### config.mk
export PLATFORM = sky130hd
export DESIGN_NAME = fib_fifo_writer
export DESIGN_NICKNAME = d
export VERILOG_FILES = /design/src/rtl/fib_fifo_writer.sv
export SDC_FILE = /design/constraint.sdc
export NUM_CORES = 1
export LEC_CHECK = 0
export ABC_AREA = 0
export CORE_MARGIN = 4
export CORE_UTILIZATION = 55
export DETAILED_ROUTE_END_ITERATION = 10
export GPL_TIMING_DRIVEN = 0
export PLACE_DENSITY = 0.84
export SLEW_MARGIN = 20
export SYNTH_ARGS = -nofsm -noshare
export SYNTH_HDL_FRONTEND = slang
export SYNTH_SLANG_ARGS = --single-unit
### constraint.sdc
create_clock -name clk -period 2.83 [get_ports clk]
set_clock_uncertainty 0.1 [all_clocks]
set_input_delay 0.566 -clock clk [delete_from_list [all_inputs] [get_ports clk]]
set_output_delay 0.566 -clock clk [all_outputs]
set_load 0.01 [all_outputs]
### src/rtl/fib_fifo_writer.sv
// Fibonacci producer feeding a downstream synchronous FIFO write port.
// One term is pushed per accepted write; a run ends on term count, overflow or abort.
module fib_fifo_writer #(
  parameter int                DATA_W = 16,
  parameter int                CNT_W  = 8,
  parameter logic [DATA_W-1:0] F0     = '0,
  parameter logic [DATA_W-1:0] F1     = DATA_W'(1)
) (
  input  logic              clk,
  input  logic              arst_n,
  input  logic              start,
  input  logic [CNT_W-1:0]  n_terms,
  input  logic              abort,
  input  logic              full,
  output logic              wren,
  output logic [DATA_W-1:0] wdata,
  output logic              busy,
  output logic              done,
  output logic              ovf,
  output logic [CNT_W-1:0]  terms_written
);

  typedef enum logic [1:0] {
    IDLE,
    RUN,
    DONE
  } state_t;

  state_t state, state_nxt;

  logic [DATA_W-1:0] a, b;
  logic              a_ovf, b_ovf;
  logic [CNT_W-1:0]  n_lat;
  logic [DATA_W:0]   sum;
  logic              start_acc;
  logic              count_hit;
  logic              ovf_hit;

  // The carry out of the extra sum bit marks a term that no longer fits DATA_W.
  assign sum       = {1'b0, a} + {1'b0, b};
  assign start_acc = (state == IDLE) && start;
  assign count_hit = (terms_written == n_lat);
  assign ovf_hit   = (state == RUN) && a_ovf && !count_hit;
  assign wdata     = a;

  always_ff @(posedge clk or negedge arst_n) begin
    if (!arst_n) begin
      state <= IDLE;
    end else begin
      state <= state_nxt;
    end
  end

  always_comb begin
    state_nxt = state;
    case (state)
      IDLE: begin
        if (start) begin
          state_nxt = RUN;
        end
      end
      RUN: begin
        if (abort || count_hit || a_ovf) begin
          state_nxt = DONE;
        end
      end
      DONE: begin
        state_nxt = IDLE;
      end
      default: begin
        state_nxt = IDLE;
      end
    endcase
  end

  always_comb begin
    busy = 1'b0;
    done = 1'b0;
    wren = 1'b0;
    case (state)
      RUN: begin
        busy = 1'b1;
        wren = !full && !abort && !a_ovf && !count_hit;
      end
      DONE: begin
        done = 1'b1;
      end
      default: begin
        busy = 1'b0;
      end
    endcase
  end

  // Terms only advance on an accepted write, so a stall never skips or repeats a term.
  always_ff @(posedge clk or negedge arst_n) begin
    if (!arst_n) begin
      a             <= F0;
      b             <= F1;
      a_ovf         <= 1'b0;
      b_ovf         <= 1'b0;
      n_lat         <= '0;
      terms_written <= '0;
      ovf           <= 1'b0;
    end else if (start_acc) begin
      a             <= F0;
      b             <= F1;
      a_ovf         <= 1'b0;
      b_ovf         <= 1'b0;
      n_lat         <= n_terms;
      terms_written <= '0;
      ovf           <= 1'b0;
    end else begin
      if (wren) begin
        a             <= b;
        a_ovf         <= b_ovf;
        b             <= sum[DATA_W-1:0];
        b_ovf         <= sum[DATA_W] | a_ovf | b_ovf;
        terms_written <= terms_written + CNT_W'(1);
      end
      if (ovf_hit) begin
        ovf <= 1'b1;
      end
    end
  end

endmodule

# --- Word level (Yosys, flattened, before mapping) ---
# Index checks and enable logic that the tools add are counted.
totals:
  reg_bits: 53
  elab_cells: 51
  in_bits: 13
  out_inout_bits: 28
classes:
  reduce_logical: 16
  n_bitwise: 2
  eq_ne: 5
  add_sub_neg: 2
  muxes: 18
ops:
  columns: ["op", "n"]
  rows:
  - ["16-bit two-way mux", 4]
  - ["16-bit by 16-bit adder with 17-bit output", 1]
  - ["8-bit two-way mux", 2]
  - ["1-bit two-way mux", 9]
  - ["8-bit by 1-bit adder with 8-bit output (second input constant)", 1]
  - ["8-bit equality test", 1]
  - ["1-bit logical AND", 6]
  - ["1-bit logical NOT", 4]
  - ["2-bit two-way mux", 2]
  - ["2-bit one-hot mux with 2 select lines", 1]
  - ["2-bit nonzero test", 2]
  - ["2-bit by 1-bit equality test with 1-bit output (second input constant)", 1]
  - ["2-bit equality test (second input constant)", 1]
  - ["2-bit logical NOT", 1]
  - ["1-bit logical OR", 2]
  - ["2-bit by 1-bit != test with 1-bit output (second input constant)", 1]
  - ["2-bit != test (second input constant)", 1]
  - ["1-bit OR", 2]
  - ["2-bit AND reduction", 1]

# --- Longest topological paths before layout ---
# Gate-level depths: netlist of run 1.
logic_depth:
  word_depth: 7
  ltp_mapped: 9
  ltp_nobuf: 9

# --- Worst setup path after synthesis of run 1 ---
# Ideal clock, no wire load.
synth_path:
  kind: "input to output"
  start: "input port full"
  end: "output port wren"
  cell_stages: 4
  path_buffers: 1
  slack_ns: 0.530
  t_required_ns: 2.164
  arrival_ns: 1.634
  path_cell_list: "or4_1 -> a21o_1 -> inv_1 -> buf_2"
synth_between:
  elab_chain_cells: 5
synth_lines:
  columns: ["item", "line", "rtl"]
  rows:
  - ["start: declaration", "14", "input logic full,"]
  - ["1-bit logical NOT", "83", "wren = !full && !abort && !a_ovf && !count_hit;"]
  - ["1-bit logical AND (3 in a row)", "83", null]
  - ["1-bit two-way mux", "80", "case (state)"]
  - ["end: declaration", "15", "output logic wren,"]
# No other way between the ends.

# --- Worst setup path in the final report of run 1 ---
# Same ends and word-level chain as after synthesis.

==> metrics, run 1 <==
detailed-route vias per instance=5.71; most used flip-flop cell after synthesis=sky130_fd_sc_hd__dfrtp_1; Maximum Capacitance Violations=0; clock latency of the later-clocked register in the worst-skew pair=just over 0.3 ns; global route total overflow=0; sequential fraction of the synthesis area=45.2%; switching share of power=33.6%; peak ir drop on the vdd network=0.000275 V; overall routed net length=6880 µm; worst hold-check path type=in2async; Final Hold Violating Endpoints=0; clock network power share=around a quarter; area used by multi-input combinational logic=about 1500 µm²; Net Count, Synth=355; gpl congestion=0.831; CP arrival=2.12 ns; transition at the pin with the smallest max-transition slack=0.652 ns; antenna cells=0; maximum number of buffers from clock root to sink=2; slowest cell delay on critical path=0.50 ns; Setup Crit Path Kind=in2out; synthesized flop and latch total=53; first-iteration detailed-routing DRC count=~120; category of cells accounting for the largest share of critical-path delay=buffers and inverters; final setup fails=0; cell type of the slowest stage on the worst timing path=sky130_fd_sc_hd__or4_1; ordered list of cells on the worst path=clkdlybuf4s50_1, or4_1, a21o_1, inv_4, buf_6, clkdlybuf4s15_2; Yosys warnings=0; via count=2536; number of antenna violations at the first check in global routing=0; TritonCTS sink count=53; row count=26; # port buffers=40; share of async-settable or async-resettable flops after synthesis=100%; fraction of final layout cells with drive strength greater than 1=7.49%; maximum level of the CTS H-tree=2; sequential share of power=46.8%; worst hold slack across all endpoints=approximately 0.18 ns; leakage power summed over all cells=1.70 nW; Buffers & Inverters on Critical Path=4; share of total power in combinational logic=27.9%; area taken by flip-flops and latches=1330 µm²; first-pass GRT wire length=11800 µm; average wire per cell in the routed design=15.5 µm; critical path data required time=2.16 ns; number of antenna-violating nets in the routed design=0; time the worst path needs with I/O delays and setup=2.78 ns; clk slew on worst S/H paths=0.09 ns; total die area=around 6600 µm²; final period utilization=98.3%; EDFF count, synth=0; Gate Count Post-Synth=324; number of distinct library cell variants in the gate-level netlist after synthesis=45; Chip Height=81.1 µm; Final Max Tran Viols=0; Critical Path Start Type=primary input; overall die width=81.1 µm; starting density of the core=57.1%; maximum number of pins on one net before global-route repair=54; cell-internal power=1.33 mW; # nets final=404; CTS tree=built; status=finished clean; Synth Cell Area=2940 µm²; timing-limited maximum frequency=359 MHz; CTS Hold Bufs=0; worst slew margin relative to its limit=56.5%; Core Area=a little over 5000 µm²; buffer cell driving the clock tree root=sky130_fd_sc_hd__clkbuf_8; first drt pass iteration count=4; top-level port count=41; number of clock buffers inserted by TritonCTS=5; power per cell area=563 nW/µm²; largest fanout of any net on the critical path=10; # fillers=444; switching power of the nets=0.673 mW; overall power consumption=2.00 mW; number of global-route vias before repair=between 2000 and 3000; Remaining DRCs=0; average footprint of a synthesized cell=9.06 µm²; P&R area growth vs syn=21.3%; endpoint class of the critical path=primary output; half-perimeter wire length after placement=just under 5000 µm; Total Routing Usage GR=22.9%
[power groups by stage]
stage               sequential (mW)  combinational (mW)  clock, mW
CTS                           0.938               0.546      0.514
global route                  0.950               0.618      0.545
detailed placement            0.954               0.537          0
global placement              0.947               0.514          0
floorplan                     0.940               0.324          0
finish                        0.937               0.558      0.507
[cell families (layout without fill, tap and decap cells)]
logic type	Yosys count	in the layout	synth area share, %
AOI/OAI and AO/OA	64	64	14.1
DFF	53	53	45.2
adders and majority gates	18	18	7.93
and+or+nand+nor	146	146	23.1
xor gates and xnor gates	22	22	6.56
buffers and inverters	21	71	3.07
[layer usage]
metal	share of wire [%]	GRT usage (%)
met1	43	27.7
met2	50	40.4
met3	5.0	3.88
met4	2.1	9.29
met5	0	0
[flip-flops by register name, indices dropped and copies added, names as in the netlist]
signal,flops
n_lat,8
a_ovf,1
b,16
wdata,16
state,2
ovf,1
b_ovf,1
terms_written,8
[metrics by stage]
stage / worst slack [ns] / cell area (µm²) / util, % / instances / TNS, ns
2_1_floorplan: 0.530 / 2940 / - / 324 / 0
3_3_place_gp: -0.589 / 3420 / 66.6 / 434 / -23.73
3_5_place_dp: -0.618 / 3420 / 66.6 / 434 / -0.618
4_1_cts: 0.0369 / 3550 / 69.0 / 443 / 0
5_1_grt: -0.00501 / 3560 / 69.3 / 444 / -0.00501
6_report: 0.0470 / 3560 / 69.3 / 444 / 0
[final timing paths]
path                        start       end  slack (ns)  cells past startpoint
max                          full      wren        0.05                      6
min                        arst_n  state[0]        0.18                      1
max reg2reg                  b[0]     b[14]        0.27                      9
min reg2reg                 b_ovf     b_ovf        0.39                      2
max in group asynchronous  arst_n     b[12]        2.02                      1
min in group clk            b_ovf     b_ovf        0.39                      2
[layout by cell type, fill, tap and decap left out, types with 2 or more instances in the layout]
master / n
sky130_fd_sc_hd__buf_2: 2
sky130_fd_sc_hd__buf_6: 2
sky130_fd_sc_hd__o31ai_1: 3
sky130_fd_sc_hd__a21o_1: 4
sky130_fd_sc_hd__xor2_1: 15
sky130_fd_sc_hd__nor2b_1: 2
sky130_fd_sc_hd__o21a_1: 3
sky130_fd_sc_hd__and2_1: 2
sky130_fd_sc_hd__a21oi_1: 14
sky130_fd_sc_hd__o211ai_1: 2
sky130_fd_sc_hd__a211oi_1: 5
sky130_fd_sc_hd__ha_1: 17
sky130_fd_sc_hd__clkbuf_1: 11
sky130_fd_sc_hd__xnor2_1: 7
sky130_fd_sc_hd__nand4_1: 4
sky130_fd_sc_hd__nand3_1: 40
sky130_fd_sc_hd__clkbuf_8: 5
sky130_fd_sc_hd__buf_4: 3
sky130_fd_sc_hd__nor2_1: 13
sky130_fd_sc_hd__clkdlybuf4s50_1: 38
sky130_fd_sc_hd__nor3_2: 2
sky130_fd_sc_hd__o21ai_0: 23
sky130_fd_sc_hd__nand2_1: 70
sky130_fd_sc_hd__dfrtp_1: 52
sky130_fd_sc_hd__nor3_1: 2
sky130_fd_sc_hd__inv_1: 6
[cell usage after synthesis, types with 2 or more instances]
cell                        n  area (µm²)
sky130_fd_sc_hd__ha_1      17         213
sky130_fd_sc_hd__nor3_1     2        10.0
sky130_fd_sc_hd__inv_1      7        26.3
sky130_fd_sc_hd__o21a_1     3        22.5
sky130_fd_sc_hd__nor4_1     2        12.5
sky130_fd_sc_hd__clkbuf_1  10        37.5
sky130_fd_sc_hd__a21o_1     4        30.0
sky130_fd_sc_hd__a21oi_1   14        70.1
sky130_fd_sc_hd__nand3_1   40         200
sky130_fd_sc_hd__nand4_1    4        25.0
sky130_fd_sc_hd__nand2_1   70         263
sky130_fd_sc_hd__dfrtp_1   52        1300
sky130_fd_sc_hd__a211oi_1   5        37.5
sky130_fd_sc_hd__xor2_1    15         131
sky130_fd_sc_hd__nor2b_1    2        12.5
sky130_fd_sc_hd__buf_2      3        15.0
sky130_fd_sc_hd__o211ai_1   2        15.0
sky130_fd_sc_hd__o31ai_1    3        22.5
sky130_fd_sc_hd__nor3_2     2        20.0
sky130_fd_sc_hd__o21ai_0   23         115
sky130_fd_sc_hd__and2_1     2        12.5
sky130_fd_sc_hd__nor2_1    13        48.8
sky130_fd_sc_hd__xnor2_1    7        61.3
[what timing repair did]
| item | CTS | global route |
|---|---|---|
| hold endpoints to repair | 0 | 0 |
| resized for setup | 7 | 1 |
| setup endpoints to repair | 1 | 1 |
| pin swaps | 0 | 0 |
| setup buffers | 1 | 1 |
[cell type report]
class	count	area share, %
inverter	7	0.808
buffer	14	1.97
multi-input combinational	250	42.8
sequential	53	37.3
clock inverter	2	0.984
tap	70	2.46
timing repair buffer	42	11.6
clock buffer	6	2.04
Note: power is estimated with default switching activity, not from simulation.
==> run 2, diff against run 1 <==
--- a/config.mk
+++ b/config.mk
@@ -6,11 +6,13 @@
 export NUM_CORES = 1
 export LEC_CHECK = 0
 export ABC_AREA = 0
+export CORE_ASPECT_RATIO = 0.5
 export CORE_MARGIN = 4
 export CORE_UTILIZATION = 55
 export DETAILED_ROUTE_END_ITERATION = 10
 export GPL_TIMING_DRIVEN = 0
 export PLACE_DENSITY = 0.84
+export SETUP_SLACK_MARGIN = 0.3
 export SLEW_MARGIN = 20
 export SYNTH_ARGS = -nofsm -noshare
 export SYNTH_HDL_FRONTEND = slang
==> run 2 against run 1 <==
Compared with the run above:
- sequential power fell by 0.5%
- final cell count rose by 0.45%
- hold slack improved by 0.0065 ns
- maximum frequency rose by 11%
- critical path depth did not move
- setup slack improved by 0.28 ns
- critical endpoint unchanged
- sequential share of layout area fell by 0.63 points
- total power rose by 2.9%
- design area rose by 1.8%
- via count rose by 0.75%
- core utilization rose by 2.6 points
==> metrics, run 2 (same netlist as run 1, synthesis figures left out) <==
status=finished clean; CTS tree=built; number of clock buffers inserted by TritonCTS=5 (unchanged); # port buffers=40 (unchanged); reg-to-reg setup timing slack=0.39 ns (+0.12 ns); power per cell area=568 nW/µm² (+1.1%); endpoint class of the critical path=primary output; worst slew margin relative to its limit=55.7% (-0.86 points); overall routed net length=6960 µm (+1.2%); final period utilization=88.3% (-10 points); CP arrival=1.83 ns (-0.29 ns); overall die width=111 µm (+37%); first-iteration detailed-routing DRC count=190 (+60%); worst hold-check path type=in2async; clock latency of the later-clocked register in the worst-skew pair=0.31 ns (about the same); first-pass GRT wire length=12200 µm (+2.7%); maximum number of buffers from clock root to sink=2 (unchanged); clk slew on worst S/H paths=0.10 ns (about the same); first drt pass iteration count=4 (unchanged); TritonCTS sink count=53 (unchanged); Total Routing Usage GR=22.5% (-0.40 points); time the worst path needs with I/O delays and setup=2.50 ns (-0.283 ns); row count=18 (-31%); Setup Crit Path Kind=reg2out; buffer cell driving the clock tree root=sky130_fd_sc_hd__clkbuf_8; cell area after placement=3420 µm² (unchanged); worst reg2reg path startpoint=b[0]; CTS Hold Bufs=0 (unchanged); fraction of final layout cells with drive strength greater than 1=9.84% (+2.4 points); unrepaired setup endpoints after global routing=yes; number of antenna-violating nets in the routed design=0 (unchanged); global route total overflow=0 (unchanged); leakage power summed over all cells=1.72 nW (+0.90%); Worst setup endpoint=wren; Critical Path Start Type=flop; worst reg2reg endpoint=b[14]; P&R area growth vs syn=23.5%; half-perimeter wire length after placement=4800 µm (-1.9%); top-level port count=41 (unchanged); # fillers=370 (-17%); number of antenna violations at the first check in global routing=0 (unchanged); worst hold slack across all endpoints=0.182 ns (+0.00652 ns); largest fanout of any net on the critical path=4 (-6); number of cell instances on the worst register-to-register path=9 (unchanged); final setup fails=0 (unchanged); Core Area=5040 µm² (-1.9%); Final Max Tran Viols=0 (unchanged); Maximum Capacitance Violations=0 (unchanged); most common cell after layout, fill and taps aside=sky130_fd_sc_hd__nand2_1; peak ir drop on the vdd network=0.000330 V (+20%); gpl congestion=0.922 (+11%); maximum level of the CTS H-tree=2 (unchanged); number of global-route vias before repair=2530 (-6.8%); detailed-route vias per instance=5.73 (+0.30%); summed area of non-filler cells in the final layout=3620 µm² (+1.8%); antenna cells=0 (unchanged); average wire per cell in the routed design=15.6 µm (+0.71%); Final Hold Violating Endpoints=0 (unchanged); via count=2555 (+0.75%); Chip Height=59.7 µm (-26%); timing-limited maximum frequency=400 MHz (+11%); # nets final=406 (+0.50%); Post-Route Setup TNS=0 ns (unchanged); transition at the pin with the smallest max-transition slack=0.665 ns (+0.0129 ns); Remaining DRCs=0 (unchanged); maximum number of pins on one net before global-route repair=54 (unchanged); starting density of the core=58.2% (+1.1 points); critical path data required time=2.16 ns (about the same); total die area=6640 µm² (+1.1%); startpoint of the most critical setup path=state[1]; top library cells by usage in the layout, fill and taps aside=sky130_fd_sc_hd__nand2_1, sky130_fd_sc_hd__dfrtp_1, sky130_fd_sc_hd__nand3_1
run 2: cell count changes in the layout (fill, tap and decap cells not counted), sizes merged:
cell	previous run	this run
clkinv	1	0
clkdlybuf4s50	38	37
buf	7	10
clkdlybuf4s15	1	0
dlygate4sd2	0	1
clkinvlp	0	1
run 2: worst min path at each step:
stage                     cells after the start  slack [ns]  endpoint    from
after floorplan                               0        0.17     a_ovf  arst_n
after global placement                        2        0.37     b_ovf   b_ovf
after detailed placement                      2        0.37     b_ovf   b_ovf
after CTS                                     1        0.21      b[1]  arst_n
after global routing                          1        0.23      b[1]  arst_n
final                                         1        0.18      b[1]  arst_n
run 2: where the power goes:
group / internal [mW] / total (mW) / switching [mW]
clock: 0.288 / 0.542 / 0.254
sequential: 0.854 / 0.932 / 0.0786
combinational: 0.229 / 0.587 / 0.357
total: 1.37 / 2.06 / 0.690
run 2: worst max-delay path, stage by stage, from the launching register on:
cell and delay, ns:
sky130_fd_sc_hd__dfrtp_1 0.41, sky130_fd_sc_hd__nand2b_4 0.15, sky130_fd_sc_hd__or4_1 0.49, sky130_fd_sc_hd__a21o_1 0.21
sky130_fd_sc_hd__inv_4 0.08, sky130_fd_sc_hd__buf_6 0.09, sky130_fd_sc_hd__buf_6 0.09
run 2: final cells by class:
cell class / count / area, µm² / area share, %
tap: 70 / 87.6 / 2.42
clock inverter: 2 / 37.5 / 1.04
clock buffer: 6 / 82.6 / 2.28
inverter: 7 / 28.8 / 0.794
timing repair buffer: 44 / 428 / 11.8
multi-input combinational: 250 / 1560 / 43.1
sequential: 53 / 1330 / 36.7
buffer: 14 / 70.1 / 1.93
run 2: stage by stage:
step / utilization [%] / total power, mW / worst slack, ns / cells
2_1_floorplan: - / 1.26 / 0.530 / 324
3_3_place_gp: 67.9 / 1.45 / -0.598 / 434
3_5_place_dp: 67.8 / 1.48 / -0.583 / 434
4_1_cts: 70.9 / 2.05 / 0.316 / 444
5_1_grt: 71.9 / 2.19 / 0.243 / 446
6_report: 71.9 / 2.06 / 0.330 / 446
run 2: timing repair:
action,in CTS,in global routing
buffers inserted,2,2
setup endpoints to repair,1,5
pin swaps,1,2
gates resized for setup,12,7
run 2: layer usage:
metal / routed length, µm / global-route usage [%]
met1: 3110 / 30.8
met4: 56 / 5.37
met2: 3380 / 38.3
met3: 408 / 4.04
met5: 0 / 0
==> run 3, diff against run 2 <==
--- a/config.mk
+++ b/config.mk
@@ -9,6 +9,7 @@
 export CORE_ASPECT_RATIO = 0.5
 export CORE_MARGIN = 4
 export CORE_UTILIZATION = 55
+export CTS_BUF_LIST = sky130_fd_sc_hd__clkbuf_16
 export DETAILED_ROUTE_END_ITERATION = 10
 export GPL_TIMING_DRIVEN = 0
 export PLACE_DENSITY = 0.84
==> run 3 against run 2 <==
Compared with the run above:
- design area grew 0.83%
- maximum frequency shrank 2.8%
- final cell count shrank 0.22%
- non-clock buffer count shrank 1
- hold slack gained 0.020 ns
- register-to-register slack lost 0.13 ns
- via count grew 1.9%
- sequential cell count is the same
- sequential share of layout area shrank 0.34 points
==> metrics, run 3 (same netlist as run 1, synthesis figures left out) <==
final setup slack of the worst path=0.259 ns (-0.0708 ns); worst slew margin relative to its limit=55.9% (+0.24 points); clock latency of the later-clocked register in the worst-skew pair=0.29 ns (-0.02 ns); number of clock buffers inserted by TritonCTS=5 (unchanged); maximum number of buffers from clock root to sink=2 (unchanged); transition at the pin with the smallest max-transition slack=0.662 ns (-0.00363 ns); Total Routing Usage GR=23.0% (+0.47 points); via count=2603 (+1.9%); number of antenna violations at the first check in global routing=0 (unchanged); Final Max Tran Viols=0 (unchanged); CP arrival=2.64 ns (+0.81 ns); Post-Route Setup TNS=0 ns (unchanged); timing-limited maximum frequency=389 MHz (-2.8%); detailed-route vias per instance=5.85 (+2.1%); # fillers=375 (+1.4%); worst-case setup slack after placement=-0.583 ns (unchanged); unrepaired setup endpoints after global routing=yes; cell type of the slowest stage on the worst timing path=sky130_fd_sc_hd__dfstp_2; # port buffers=40 (unchanged); P&R area growth vs syn=24.5%; buffer cell driving the clock tree root=sky130_fd_sc_hd__clkbuf_16; CTS Hold Bufs=0 (unchanged); cell-internal power=1.49 mW (+8.4%); most common cell after layout, fill and taps aside=sky130_fd_sc_hd__nand2_1; peak ir drop on the vdd network=0.000322 V (-2.6%); worst hold-check path type=in2async; half-perimeter wire length after placement=4800 µm (unchanged); average wire per cell in the routed design=16.1 µm (+3.3%); power per cell area=599 nW/µm² (+5.4%); share of total power in combinational logic=26.0% (-2.5 points); global route total overflow=0 (unchanged); time the worst path needs with I/O delays and setup=2.57 ns (+0.0708 ns); fraction of final layout cells with drive strength greater than 1=9.07% (-0.77 points); Critical Path Start Type=flop; Setup Crit Path Kind=reg2reg; number of non-filler instances in the completed layout=445 (-0.22%); overall routed net length=7170 µm (+3.1%); switching share of power=32.1% (-1.3 points); slowest cell delay on critical path=0.55 ns (+0.06 ns); largest fanout of any net on the critical path=3 (-1); starting density of the core=58.2% (unchanged); number of antenna-violating nets in the routed design=0 (unchanged); number of cell instances on the worst register-to-register path=10 (+1); critical path data required time=2.90 ns (+0.74 ns); CTS tree=built; switching power of the nets=0.703 mW (+2.0%); Remaining DRCs=0 (unchanged); Chip Height=59.7 µm (unchanged); final setup fails=0 (unchanged); Final Hold Violating Endpoints=0 (unchanged); endpoint class of the critical path=flop; TritonCTS sink count=53 (unchanged); first-pass GRT wire length=12300 µm (+1.2%); number of global-route vias before repair=2577 (+1.9%); number of placed cells counting well taps=434 (unchanged); area taken by flip-flops and latches=1330 µm² (about the same); Core Area=5040 µm² (unchanged); row count=18 (unchanged); overall power consumption=2.19 mW (+6.2%); clock network power share=31.2% (+4.9 points); total die area=6640 µm² (unchanged); cell seen most often among critical-path stages=sky130_fd_sc_hd__o31ai_1; first-iteration detailed-routing DRC count=222 (+17%); final period utilization=90.8% (+2.5 points); clk slew on worst S/H paths=0.07 ns (-0.03 ns); area used by multi-input combinational logic=1550 µm² (-0.48%); Maximum Capacitance Violations=0 (unchanged); leakage power summed over all cells=1.73 nW (+0.96%); sequential share of power=42.8% (-2.4 points); maximum level of the CTS H-tree=2 (unchanged); antenna cells=0 (unchanged); top-level port count=41 (unchanged); top library cells by usage in the layout, fill and taps aside=sky130_fd_sc_hd__nand2_1, sky130_fd_sc_hd__dfrtp_1, sky130_fd_sc_hd__nand3_1; # nets final=405 (-0.25%); status=finished clean; ordered list of cells on the worst path=ha_2, inv_1, fa_1, nor2b_2, o31ai_1, a31o_2, a211oi_2, buf_4, o21a_1, o31ai_1; maximum number of pins on one net before global-route repair=54 (unchanged); gpl congestion=0.922 (unchanged); first drt pass iteration count=4 (unchanged); overall die width=111 µm (unchanged)
-- run 3: cell count changes in the layout (fill, tap and decap cells not counted), sizes merged --
cell,change
clkinv,+1
buf,-1
clkbuf,-1
-- run 3: repair_timing --
action	in CTS	in global routing
resized for setup	11	6
setup buffers	2	1
setup endpoints to repair	1	6
pin swaps	1	3
endpoints found under the hold margin	0	0
-- run 3: metrics by stage --
| stage | utilization [%] | hold WS (ns) | cell area (µm²) |
|---|---|---|---|
| after floorplan | - | 0.170 | 2940 |
| after global placement | 67.9 | 0.366 | 3420 |
| after detailed placement | 67.8 | 0.374 | 3420 |
| after CTS | 71.7 | 0.239 | 3620 |
| after global routing | 72.4 | 0.259 | 3650 |
| final | 72.4 | 0.202 | 3650 |
-- run 3: layer usage --
metal | GRT usage, % | share of wire (%)
met1 | 30.8 | 44
met2 | 39.4 | 49
met3 | 4.35 | 5.0
met4 | 6.24 | 1.4
met5 | 0 | 0
-- run 3: cell type report --
| type | count | share of cell area (%) |
|---|---|---|
| Multi-Input combinational cell | 250 | 42.5 |
| Tap cell | 70 | 2.40 |
| Sequential cell | 53 | 36.3 |
| Clock inverter | 3 | 1.13 |
| Inverter | 7 | 0.787 |
| Buffer | 14 | 1.92 |
| Timing Repair Buffer | 43 | 11.5 |
| Clock buffer | 5 | 3.42 |
-- run 3: worst paths after layout --
path,from,endpoint,slack [ns]
max,b[0],b[14],0.26
min,arst_n,wdata[4],0.20
max reg2reg,b[0],b[14],0.26
min reg2reg,b_ovf,b_ovf,0.39
max in group asynchronous,arst_n,wdata[8],1.98
min in group clk,b_ovf,b_ovf,0.39
-- run 3: worst max-delay path: cells and delay by family (launching register included) --
kind	cells	cell delay (ns)
and+or+nand+nor	1	0.15
AOI/OAI and AO/OA	5	0.81
adders and majority gates	2	0.62
buffers and inverters	2	0.21
DFF	1	0.55
-- run 3: power groups by stage --
stage	Clock, mW	Combinational [mW]	Sequential, mW
2_1_floorplan	0	0.324	0.940
3_3_place_gp	0	0.509	0.945
3_5_place_dp	0	0.528	0.952
4_1_cts	0.692	0.552	0.938
5_1_grt	0.736	0.632	0.950
6_report	0.682	0.569	0.938
